File: src/rtl/ssd_count_pkg.sv
// ssd_count_pkg: shared constants, types and helpers for the display counter.
// Build option: SSD_COUNT_BCD_EN makes the default terminal value all-nines BCD.
package ssd_count_pkg;

    localparam int         BCD_DIGIT_W   = 4;
    localparam logic [3:0] BCD_MAX_DIGIT = 4'd9;

    // Result of stepping one BCD digit: new digit plus carry/borrow out.
    typedef struct packed {
        logic                   carry;
        logic [BCD_DIGIT_W-1:0] digit;
    } bcd_step_t;

    // Increment (up=1) or decrement (up=0) one BCD digit when cin is set.
    function automatic bcd_step_t bcd_digit_step(
        input logic [BCD_DIGIT_W-1:0] digit,
        input logic                   up,
        input logic                   cin
    );
        bcd_step_t r;
        r.carry = 1'b0;
        r.digit = digit;
        if (cin) begin
            if (up) begin
                if (digit >= BCD_MAX_DIGIT) begin
                    r.carry = 1'b1;
                    r.digit = '0;
                end else begin
                    r.digit = digit + 4'd1;
                end
            end else begin
                if (digit == '0) begin
                    r.carry = 1'b1;
                    r.digit = BCD_MAX_DIGIT;
                end else begin
                    r.digit = digit - 4'd1;
                end
            end
        end
        return r;
    endfunction

    // Default terminal value: all ones in binary, all nines in BCD.
    function automatic longint unsigned default_max_count(input int width);
        longint unsigned v;
        v = 64'd0;
`ifdef SSD_COUNT_BCD_EN
        for (int i = 0; i < width / BCD_DIGIT_W; i++) begin
            v = (v << BCD_DIGIT_W) | 64'd9;
        end
`else
        v = (64'd1 << width) - 64'd1;
`endif
        return v;
    endfunction

endpackage

File: src/rtl/ssd_prescaler.sv
// ssd_prescaler: divides enabled cycles by PRESCALE and flags the last one.
// Independent of SSD_COUNT_BCD_EN.
module ssd_prescaler
    import ssd_count_pkg::*;
#(
    parameter int PRESCALE = 1
) (
    input  logic clock_in,
    input  logic reset,
    input  logic enable,
    input  logic clear,
    output logic tick
);

    // One bit minimum so PRESCALE=1 still has a (constant-zero) phase register.
    localparam int            CW   = (PRESCALE > 1) ? $clog2(PRESCALE) : 1;
    localparam logic [CW-1:0] LAST = CW'(PRESCALE - 1);

    logic [CW-1:0] phase_reg;
    logic [CW-1:0] phase_next;

    // Advance the phase on enabled cycles; a clear restarts the period.
    always_comb begin
        phase_next = phase_reg;
        if (clear) begin
            phase_next = '0;
        end else if (enable) begin
            phase_next = (phase_reg == LAST) ? '0 : phase_reg + 1'b1;
        end
    end

    // Phase register; reset discards any partial period.
    always_ff @(posedge clock_in) begin
        if (reset) begin
            phase_reg <= '0;
        end else begin
            phase_reg <= phase_next;
        end
    end

    assign tick = enable && (phase_reg == LAST);

endmodule

File: src/rtl/ssd_count_gen.sv
// ssd_count_gen: prescaled up/down counter with load, terminal value and
// wrap/saturate behaviour. Define SSD_COUNT_BCD_EN for packed-BCD counting.
module ssd_count_gen
    import ssd_count_pkg::*;
#(
    parameter int              WIDTH     = 8,
    parameter int              PRESCALE  = 1,
    parameter longint unsigned MAX_COUNT = default_max_count(WIDTH),
    parameter int              SATURATE  = 0
) (
    input  logic             clock_in,
    input  logic             reset,
    input  logic             enable,
    input  logic             up_down,
    input  logic             load,
    input  logic [WIDTH-1:0] load_value,
    output logic [WIDTH-1:0] count,
    output logic             tick,
    output logic             wrap
);

    localparam logic [WIDTH-1:0] MAX_VAL = WIDTH'(MAX_COUNT);
    localparam bit               SAT     = (SATURATE != 0);

    logic [WIDTH-1:0] count_reg;
    logic [WIDTH-1:0] count_next;
    logic             wrap_reg;
    logic             wrap_next;
    logic [WIDTH-1:0] inc_val;
    logic [WIDTH-1:0] dec_val;
    logic [WIDTH-1:0] load_fix;
    logic [WIDTH-1:0] load_clamped;

    // A load restarts the step period so the next tick is a full period away.
    ssd_prescaler #(
        .PRESCALE (PRESCALE)
    ) u_prescaler (
        .clock_in (clock_in),
        .reset    (reset),
        .enable   (enable),
        .clear    (load),
        .tick     (tick)
    );

`ifdef SSD_COUNT_BCD_EN
    localparam int DIGITS = WIDTH / BCD_DIGIT_W;

    // Ripple decimal carry (up) and borrow (down) across all digits.
    always_comb begin : bcd_arith
        bcd_step_t inc_s;
        bcd_step_t dec_s;
        logic      inc_c;
        logic      dec_c;
        inc_val = '0;
        dec_val = '0;
        inc_c   = 1'b1;
        dec_c   = 1'b1;
        for (int i = 0; i < DIGITS; i++) begin
            inc_s = bcd_digit_step(count_reg[i*BCD_DIGIT_W +: BCD_DIGIT_W], 1'b1, inc_c);
            dec_s = bcd_digit_step(count_reg[i*BCD_DIGIT_W +: BCD_DIGIT_W], 1'b0, dec_c);
            inc_val[i*BCD_DIGIT_W +: BCD_DIGIT_W] = inc_s.digit;
            dec_val[i*BCD_DIGIT_W +: BCD_DIGIT_W] = dec_s.digit;
            inc_c = inc_s.carry;
            dec_c = dec_s.carry;
        end
    end

    // Non-decimal load digits are pulled down to 9 before the terminal clamp.
    for (genvar gi = 0; gi < DIGITS; gi++) begin : g_load_digit
        assign load_fix[gi*BCD_DIGIT_W +: BCD_DIGIT_W] =
            (load_value[gi*BCD_DIGIT_W +: BCD_DIGIT_W] > BCD_MAX_DIGIT) ?
            BCD_MAX_DIGIT : load_value[gi*BCD_DIGIT_W +: BCD_DIGIT_W];
    end
    if (DIGITS * BCD_DIGIT_W < WIDTH) begin : g_load_pad
        assign load_fix[WIDTH-1:DIGITS*BCD_DIGIT_W] = '0;
    end
`else
    assign inc_val  = count_reg + 1'b1;
    assign dec_val  = count_reg - 1'b1;
    assign load_fix = load_value;
`endif

    // Packed BCD orders the same as binary, so one magnitude compare serves both.
    assign load_clamped = (load_fix > MAX_VAL) ? MAX_VAL : load_fix;

    // Next count/wrap: load beats step; limits either wrap or hold, and pulse wrap.
    always_comb begin
        count_next = count_reg;
        wrap_next  = 1'b0;
        if (load) begin
            count_next = load_clamped;
        end else if (tick) begin
            if (up_down) begin
                if (count_reg == MAX_VAL) begin
                    wrap_next = 1'b1;
                    if (!SAT) begin
                        count_next = '0;
                    end
                end else begin
                    count_next = inc_val;
                end
            end else begin
                if (count_reg == '0) begin
                    wrap_next = 1'b1;
                    if (!SAT) begin
                        count_next = MAX_VAL;
                    end
                end else begin
                    count_next = dec_val;
                end
            end
        end
    end

    // Count and wrap registers.
    always_ff @(posedge clock_in) begin
        if (reset) begin
            count_reg <= '0;
            wrap_reg  <= 1'b0;
        end else begin
            count_reg <= count_next;
            wrap_reg  <= wrap_next;
        end
    end

    assign count = count_reg;
    assign wrap  = wrap_reg;

endmodule

File: config.mk
export PLATFORM = sky130hd
export DESIGN_NAME = ssd_count_gen
export DESIGN_NICKNAME = d
export VERILOG_FILES = /design/src/rtl/ssd_count_pkg.sv /design/src/rtl/ssd_prescaler.sv /design/src/rtl/ssd_count_gen.sv
export SDC_FILE = /design/constraint.sdc
export NUM_CORES = 1
export LEC_CHECK = 0
export CORE_MARGIN = 1.5
export CORE_UTILIZATION = 43
export DETAILED_ROUTE_END_ITERATION = 16
export GPL_TIMING_DRIVEN = 0
export PLACE_DENSITY = 0.74
export SLEW_MARGIN = 10
export SYNTH_ARGS = -nofsm -noshare
export SYNTH_HDL_FRONTEND = slang
export SYNTH_HIERARCHICAL = 1
export SYNTH_SLANG_ARGS = --single-unit
File: constraint.sdc
create_clock -name clock_in -period 1.9 [get_ports clock_in]
set_clock_uncertainty 0.1 [all_clocks]
set_input_delay 0.475 -clock clock_in [delete_from_list [all_inputs] [get_ports clock_in]]
set_output_delay 0.475 -clock clock_in [all_outputs]
set_load 0.02 [all_outputs]
After elaboration in Yosys (flattened, before gate mapping)
Index checks and enable logic that the tools add are counted.

Add/subtract/negate cells: 3. Reductions and logical operators: 5. Mux-type cells: 10. Bitwise logic cells: 2. $lt $le $gt $ge: 1. Equality and inequality tests: 1.

Operators by type and width (number): 8-bit two-way mux (6); 8-bit by 1-bit adder with 8-bit output (second input constant) (1); 8-bit equality test (second input constant) (1); 8-bit greater-than comparator (second input constant) (1); 8-bit logical NOT (1); 8-bit by 1-bit subtractor with 8-bit output (second input constant) (1); 1-bit two-way mux (4); 3-bit OR reduction (1); 1-bit NOT (2); 2-bit nonzero test (1); 2-bit OR reduction (1); 1-bit adder (second input constant) (1); 1-bit logical AND (1).

Output and inout port bits: 10. Flip-flop bits (word level): 10.

Logic depth before layout (Yosys ltp)
Gate-level depths: netlist (run 1).

Depth in word-level cells: 5. Mapped depth: 7. Gate-level depth less buffers: 6.

By module
Netlist (run 1), hierarchy kept.

Modules (own cells, without submodules): ssd_count_gen (instances 1, cells an instance 119, sequential area each 180.2 um^2, area an instance 902.1 um^2); ssd_prescaler (instances 1, cells an instance 1, sequential area each 0.0 um^2, area an instance 7.5 um^2).

Worst setup path after synthesis (run 1)
Ideal clock, no wire load.

Path kind: register -> register. Start: register count_reg[0] (netlist: count[0]). End: register count_reg[2] (netlist: count[2]). Arrival time: 1927 ps. Required time: 1730 ps. Cell stages (with the launch flop): 7. Buffers on the path: 0. Slack: -198 ps. Cell sequence: dfxtp_1 inv_1 ha_1 mux2_1 and3_1 or4_1 a21oi_1.

Cells in the longest elaborated chain, start to end: 5. Elaborated cells between the ends (all ways): 9. Those cells by class: 2 x add/sub; 1 x eq/ne; 5 x mux; 1 x reduce/logical.

RTL lines: start, declared (line ssd_count_gen.sv:25) `logic [WIDTH-1:0] count_reg;`; start signal, assigned (line ssd_count_gen.sv:121) `count_reg <= count_next;`; 8-bit by 1-bit subtractor with 8-bit output, or another cell as far along (line ssd_count_gen.sv:79) `assign dec_val = count_reg - 1'b1;`; 8-bit two-way mux (on tied branches) (line ssd_count_gen.sv:103, ssd_count_gen.sv:94); 8-bit two-way mux * (line ssd_count_gen.sv:93) `if (up_down) begin`; 8-bit two-way mux * (line ssd_count_gen.sv:92) `end else if (tick) begin`; 8-bit two-way mux * (line ssd_count_gen.sv:90) `if (load) begin`.

Every way passes the cells marked *; elsewhere a longest branch is shown, timed or not. The select of a mux whose other input is x is not followed. A chain may end at the register's enable or synchronous reset.

Final worst setup path (run 1)
Start: register count_reg[1] (netlist: count[1]). End: register count_reg[2] (netlist: count[2]).

The elaborated chain is that of the path after synthesis.

==> results of run 1 <==
-- through the flow --
| step | power (mW) | area (sq um) |
|---|---|---|
| 5_1_grt | 0.744 | 1290 |
| 3_5_place_dp | 0.495 | 1160 |
| 4_1_cts | 0.656 | 1190 |
| 2_1_floorplan | 0.408 | 930 |
| 3_3_place_gp | 0.489 | 1160 |
| 6_report | 0.706 | 1290 |
-- cell type report --
class,instances,area (sq um),share of cell area
plain buffers,13,90.1,0.0699
clock buffers,4,26.3,0.0204
inverters,6,25.0,0.0194
multi-input cells,92,683,0.530
flip-flops and latches,9,188,0.146
well taps,27,33.8,0.0262
repair buffers,26,243,0.188
-- cell families after synthesis --
kind of cell	count (synthesis)	synth area share
AOI/OAI and AO/OA	35	0.265
xor gates and xnor gates	3	0.0289
adders and majority gates	3	0.0413
buffers and inverters	19	0.113
DFF	9	0.198
muxes	3	0.0344
and+or+nand+nor	48	0.319
-- routing by layer --
metal	vias to the layer above	track usage	wire [um]
met1	481	0.289	1130
li1	506	-	-
met3	7	0.0215	145
met4	0	0.0810	48
met2	41	0.317	1240
met5	-	0	0
-- critical path, cell delays in order, from the launching register on --
cell	delay (ps)
dfxtp_4	360
buf_6	100
inv_4	40
ha_4	150
mux2_4	270
and3_4	170
or4_4	530
a21oi_2	110
-- how the worst min path moves through the flow --
| stage | endpoint | cells after the start |
|---|---|---|
| after floorplan | count[2]$_SDFFE_PP0P_ | 2 |
| after global placement | count[7]$_SDFFE_PP0P_ | 3 |
| after detailed placement | count[7]$_SDFFE_PP0P_ | 3 |
| after CTS | count[0]$_SDFFE_PP0P_ | 2 |
| after global routing | count[2]$_SDFFE_PP0P_ | 2 |
| final | count[2]$_SDFFE_PP0P_ | 2 |
-- repair_timing --
item / in CTS / in global routing
setup endpoints to repair: 10 / 7
gates resized for setup: 4 / 13
pin swaps: 0 / 4
buffers inserted: 0 / 6
endpoints found under the hold margin: 0 / 0
-- Yosys cell counts (all sizes together) (4+ instances only) --
cell,n,area share
a21oi,9,0.050
nor3,5,0.045
dfxtp,9,0.20
inv,6,0.025
buf,8,0.066
nand4,4,0.028
nor2,13,0.054
o21ai,6,0.033
clkbuf,5,0.022
nand3,6,0.033
-- power breakdown --
group,switching [mW],internal [mW]
Clock,0.0883,0.0816
Sequential,0.0148,0.202
Combinational,0.157,0.163
Total,0.260,0.446
==> out/results.ini, run 1 <==
[sta]
hold_ws_ps = 509
fin_crit_sh = 0.995
finalHoldViolCount = 0
post-route-min-period_ps = 1890
finalSetupViolCount = 0
finalSetupTns_ps = 0
finalMaxSlewViolations = 0
worstMarginPinSlew_ps = 543
fin_ws_ps = 9.59
slew_headroom = 0.638
rsz0062_at_grt = true
fmax_mhz = 529

[clock_network]
worstSkewPairLatency_ps = 280
cts_num_sinks = 9
max-clock-path-buffers = 2
clkSlewWorstSetupHoldPaths_ps = 70
clockRootBuffer = clkbuf_4
cts_tree = yes
cts_max_level = 1
ctsHoldBuffers = 0
cts_made_buffers = 3

[placement]
portBuffers = 20
hpwl_um = 1720
routabilityCongestion = 0.903
placed_cells = 167
post-place-ws_ps = -513

[die]
core_sq_um = 1980
initial_core_util = 0.459
fp.dieW_um = 49.0
rows = 16
ioPinCount = 23
die-height_um = 49.0
dieArea_sq_um = 2400

[cells_and_area]
largest_reg_flops = 8
final_cells = 177
layout_common_cells = clkdlybuf4s50_1 (18), nor2_1 (13), a21oi_1 (8)
area_growth_pct = 41.7
finalCoreUtilization = 0.650
layout-drive-gt1-share = 0.247
diodes = 0
final_common_cell = clkdlybuf4s50_1
filler_cell_count = 163
nets = 167

[critical_path]
crit_fanout = 3
endpoint_kind = flip-flop
cp.arrival_ps = 2010
r2r_setup_slack_ps = 10
r2r_start = count[1]$_SDFFE_PP0P_
start_kind = flip-flop
critPathKind = flip-flop to flip-flop
worst_r2r_endpoint = count[2]$_SDFFE_PP0P_
startpoint = count[1]$_SDFFE_PP0P_
cp_data_required_time_ps = 2020
cp-endpoint = count[2]$_SDFFE_PP0P_
rr_worst_depth = 7

[pwr]
leakage_nw = 0.506
irDropWorstVdd_mv = 0.475
power_density_nw_per_um2 = 548

[logic_synthesis]
ys_types = 47
synth_seq_cells = 9
syn-instance-count = 120
syn_avg_cell_area_sq_um = 7.58
syn_nets = 136
synth_edf_count = 0
synth_area_sq_um = 910
synthFlopType = dfxtp_1
yosysSeqAreaShare = 0.198
yosysWarningCount = 6
async_flop_share = 0

[detailed_routing]
via_per_inst = 5.85
wl_um = 2560
ant_nets = 0
drt_iter0_drc = 42
vias = 1035
drt-pass1-iter-count = 4
wl_per_cell_um = 14.5
drc_errors = 0

[grt]
grt_max_degree = 11
grt_pass1_wl_um = 3890
track_usage = 0.205
antenna_found_initial = 0
overflow = 0
grt_pass1_vias = 857

[run]
maxCapViolCount = 0

[worst_hold_path]
worstHoldPathType = primary input to flip-flop
hp-start = reset

[run_status]
status = finished, final reports clean

Power figures use the tool's default switching activity.
==> run 2: changes to the inputs <==
Settings changed: CELL_PAD_IN_SITES_DETAIL_PLACEMENT set to 1, CELL_PAD_IN_SITES_GLOBAL_PLACEMENT set to 1, CORE_UTILIZATION 43 to 34, CTS_CLUSTER_SIZE set to 24, PLACE_DENSITY 0.74 to not set, PLACE_DENSITY_LB_ADDON set to 0.1.
Clock period 1.9 ns to 2 ns, I/O delays scaled along.
==> run 2 against run 1 <==
Effect of this change:
- core utilization is 16 points lower
- via count fell by 1.1%
- sequential power fell by 4%
- routed wire length grew 17%
- global-route usage is 1.2 points higher
- first-iteration DRC count is 38% lower
- clock power fell by 9%
- power shrank 8.6%
- highest routed layer unchanged
==> out/results.ini, run 2 (synthesized netlist as in run 1, its figures left out) <==
[die]
initial_core_util = 0.364
ioPinCount = 23
die-height_um = 54.7
rows = 18
dieArea_sq_um = 2990
core_sq_um = 2500
fp.dieW_um = 54.7

[sta]
post-route-min-period_ps = 1990
rsz0062_at_grt = true
finalHoldViolCount = 0
fin_ws_ps = 7.91
hold_ws_ps = 554
finalSetupViolCount = 0
finalMaxSlewViolations = 0
slew_headroom = 0.617
worstMarginPinSlew_ps = 574
fmax_mhz = 502
fin_crit_sh = 0.996

[critical_path]
crit_fanout = 9
critPathMaxStageDelay_ps = 480
path_cells = inv_1, ha_2, mux2_4, and3_1, or4_1, a21oi_1
start_kind = flip-flop
worst_r2r_endpoint = count[2]$_SDFFE_PP0P_
rr_worst_depth = 6
startpoint = count[0]$_SDFFE_PP0P_
critPathKind = flip-flop to flip-flop
endpoint_kind = flip-flop
cp.arrival_ps = 2100
worstPathBufferInverterCount = 1
cp.depth = 6
cp_slowest_cell = or4_1
r2r_start = count[0]$_SDFFE_PP0P_
cp_data_required_time_ps = 2100
cp-endpoint = count[2]$_SDFFE_PP0P_
r2r_setup_slack_ps = 8
cp_top_family = simple AND/OR/NAND/NOR gates

[cells_and_area]
layout_common_cells = clkdlybuf4s50_1 (18), nor2_1 (13), a21oi_1 (9)
layout-drive-gt1-share = 0.181
nets = 161
area_growth_pct = 34.1
largest_reg_flops = 8
filler_cell_count = 319
diodes = 0
final_common_cell = clkdlybuf4s50_1

[clock_network]
max-clock-path-buffers = 2
cts_made_buffers = 3
worstSkewPairLatency_ps = 270
cts_tree = yes
clockRootBuffer = clkbuf_4
cts_max_level = 1
cts_num_sinks = 9
ctsHoldBuffers = 0
clkSlewWorstSetupHoldPaths_ps = 70
cts_setup_buffers = 0

[grt]
gr-usage-met3 = 0.0519
overflow = 0
antenna_found_initial = 0
grt_pass1_wl_um = 4670
track_usage = 0.216
grt_pass1_vias = 957
met1_usage = 0.298
use_met2 = 0.341
grt_busiest_layer = met2
grt_max_degree = 11

[pwr]
leakage_nw = 0.473
finalPower_uw = 645
power_density_nw_per_um2 = 529
irDropWorstVdd_mv = 0.326

[worst_hold_path]
worstHoldPathType = flip-flop to flip-flop
hp-start = count[7]$_SDFFE_PP0P_

[placement]
post-place-ws_ps = -481
hpwl_um = 2040
portBuffers = 20
routabilityCongestion = 0.819

[detailed_routing]
vias = 1024
drc_errors = 0
wl_um = 3000
via_per_inst = 5.89
drt_iter0_drc = 26
drt-pass1-iter-count = 4
wl_per_cell_um = 17.3
ant_nets = 0

[run]
maxCapViolCount = 0

[run_status]
status = finished, final reports clean

[run 2: changes by cell type in the layout (fill, tap and decap cells not counted), sizes merged]
cell,before,now
buf,14,8
[run 2: worst min-delay path by stage]
stage,end,slack [ps],depth (start not counted)
floorplan,count[2]$_SDFFE_PP0P_,550,2
global placement,count[7]$_SDFFE_PP0P_,520,3
detailed placement,count[7]$_SDFFE_PP0P_,540,3
CTS,count[7]$_SDFFE_PP0P_,550,3
global route,count[7]$_SDFFE_PP0P_,590,3
finish,count[7]$_SDFFE_PP0P_,550,3
[run 2: power by group]
group | total, mW | internal [mW] | leakage, nW | switching [mW]
combinational | 0.283 | 0.136 | 0.383 | 0.147
clock | 0.155 | 0.0773 | 0.0150 | 0.0774
sequential | 0.207 | 0.192 | 0.0751 | 0.0150
total | 0.645 | 0.406 | 0.473 | 0.239
[run 2: per-stage QoR]
stage	instances	utilization	setup TNS [ps]	instance area, sq um
floorplan	120	-	0	912
global placement	170	0.460	-3110	1150
detailed placement	170	0.460	-3460	1150
CTS	174	0.474	0	1180
global route	174	0.488	-56.4	1220
finish	174	0.488	0	1220
[run 2: final cells by class]
cell class	count	area, sq um	area share
Buffer	13	90.1	0.0738
Clock buffer	4	26.3	0.0215
Inverter	6	22.5	0.0185
Multi-Input combinational cell	92	661	0.542
Sequential cell	9	185	0.152
Tap cell	30	37.5	0.0308
Timing Repair Buffer	20	198	0.162
[run 2: what timing repair did]
| action | CTS | global route |
|---|---|---|
| pin swaps | 0 | 1 |
| resized for setup | 7 | 8 |
| endpoints found under the setup margin | 9 | 7 |
[run 2: layer usage]
metal,vias up,share of wire
li1,493,-
met2,29,0.49
met5,-,0
met1,498,0.46
met4,0,0.011
met3,4,0.034
[run 2: worst register-to-register path, cell delays in order (launching register included)]
cell,delay (ps)
dfxtp_4,400
inv_1,130
ha_2,220
mux2_4,270
and3_1,190
or4_1,480
a21oi_1,130
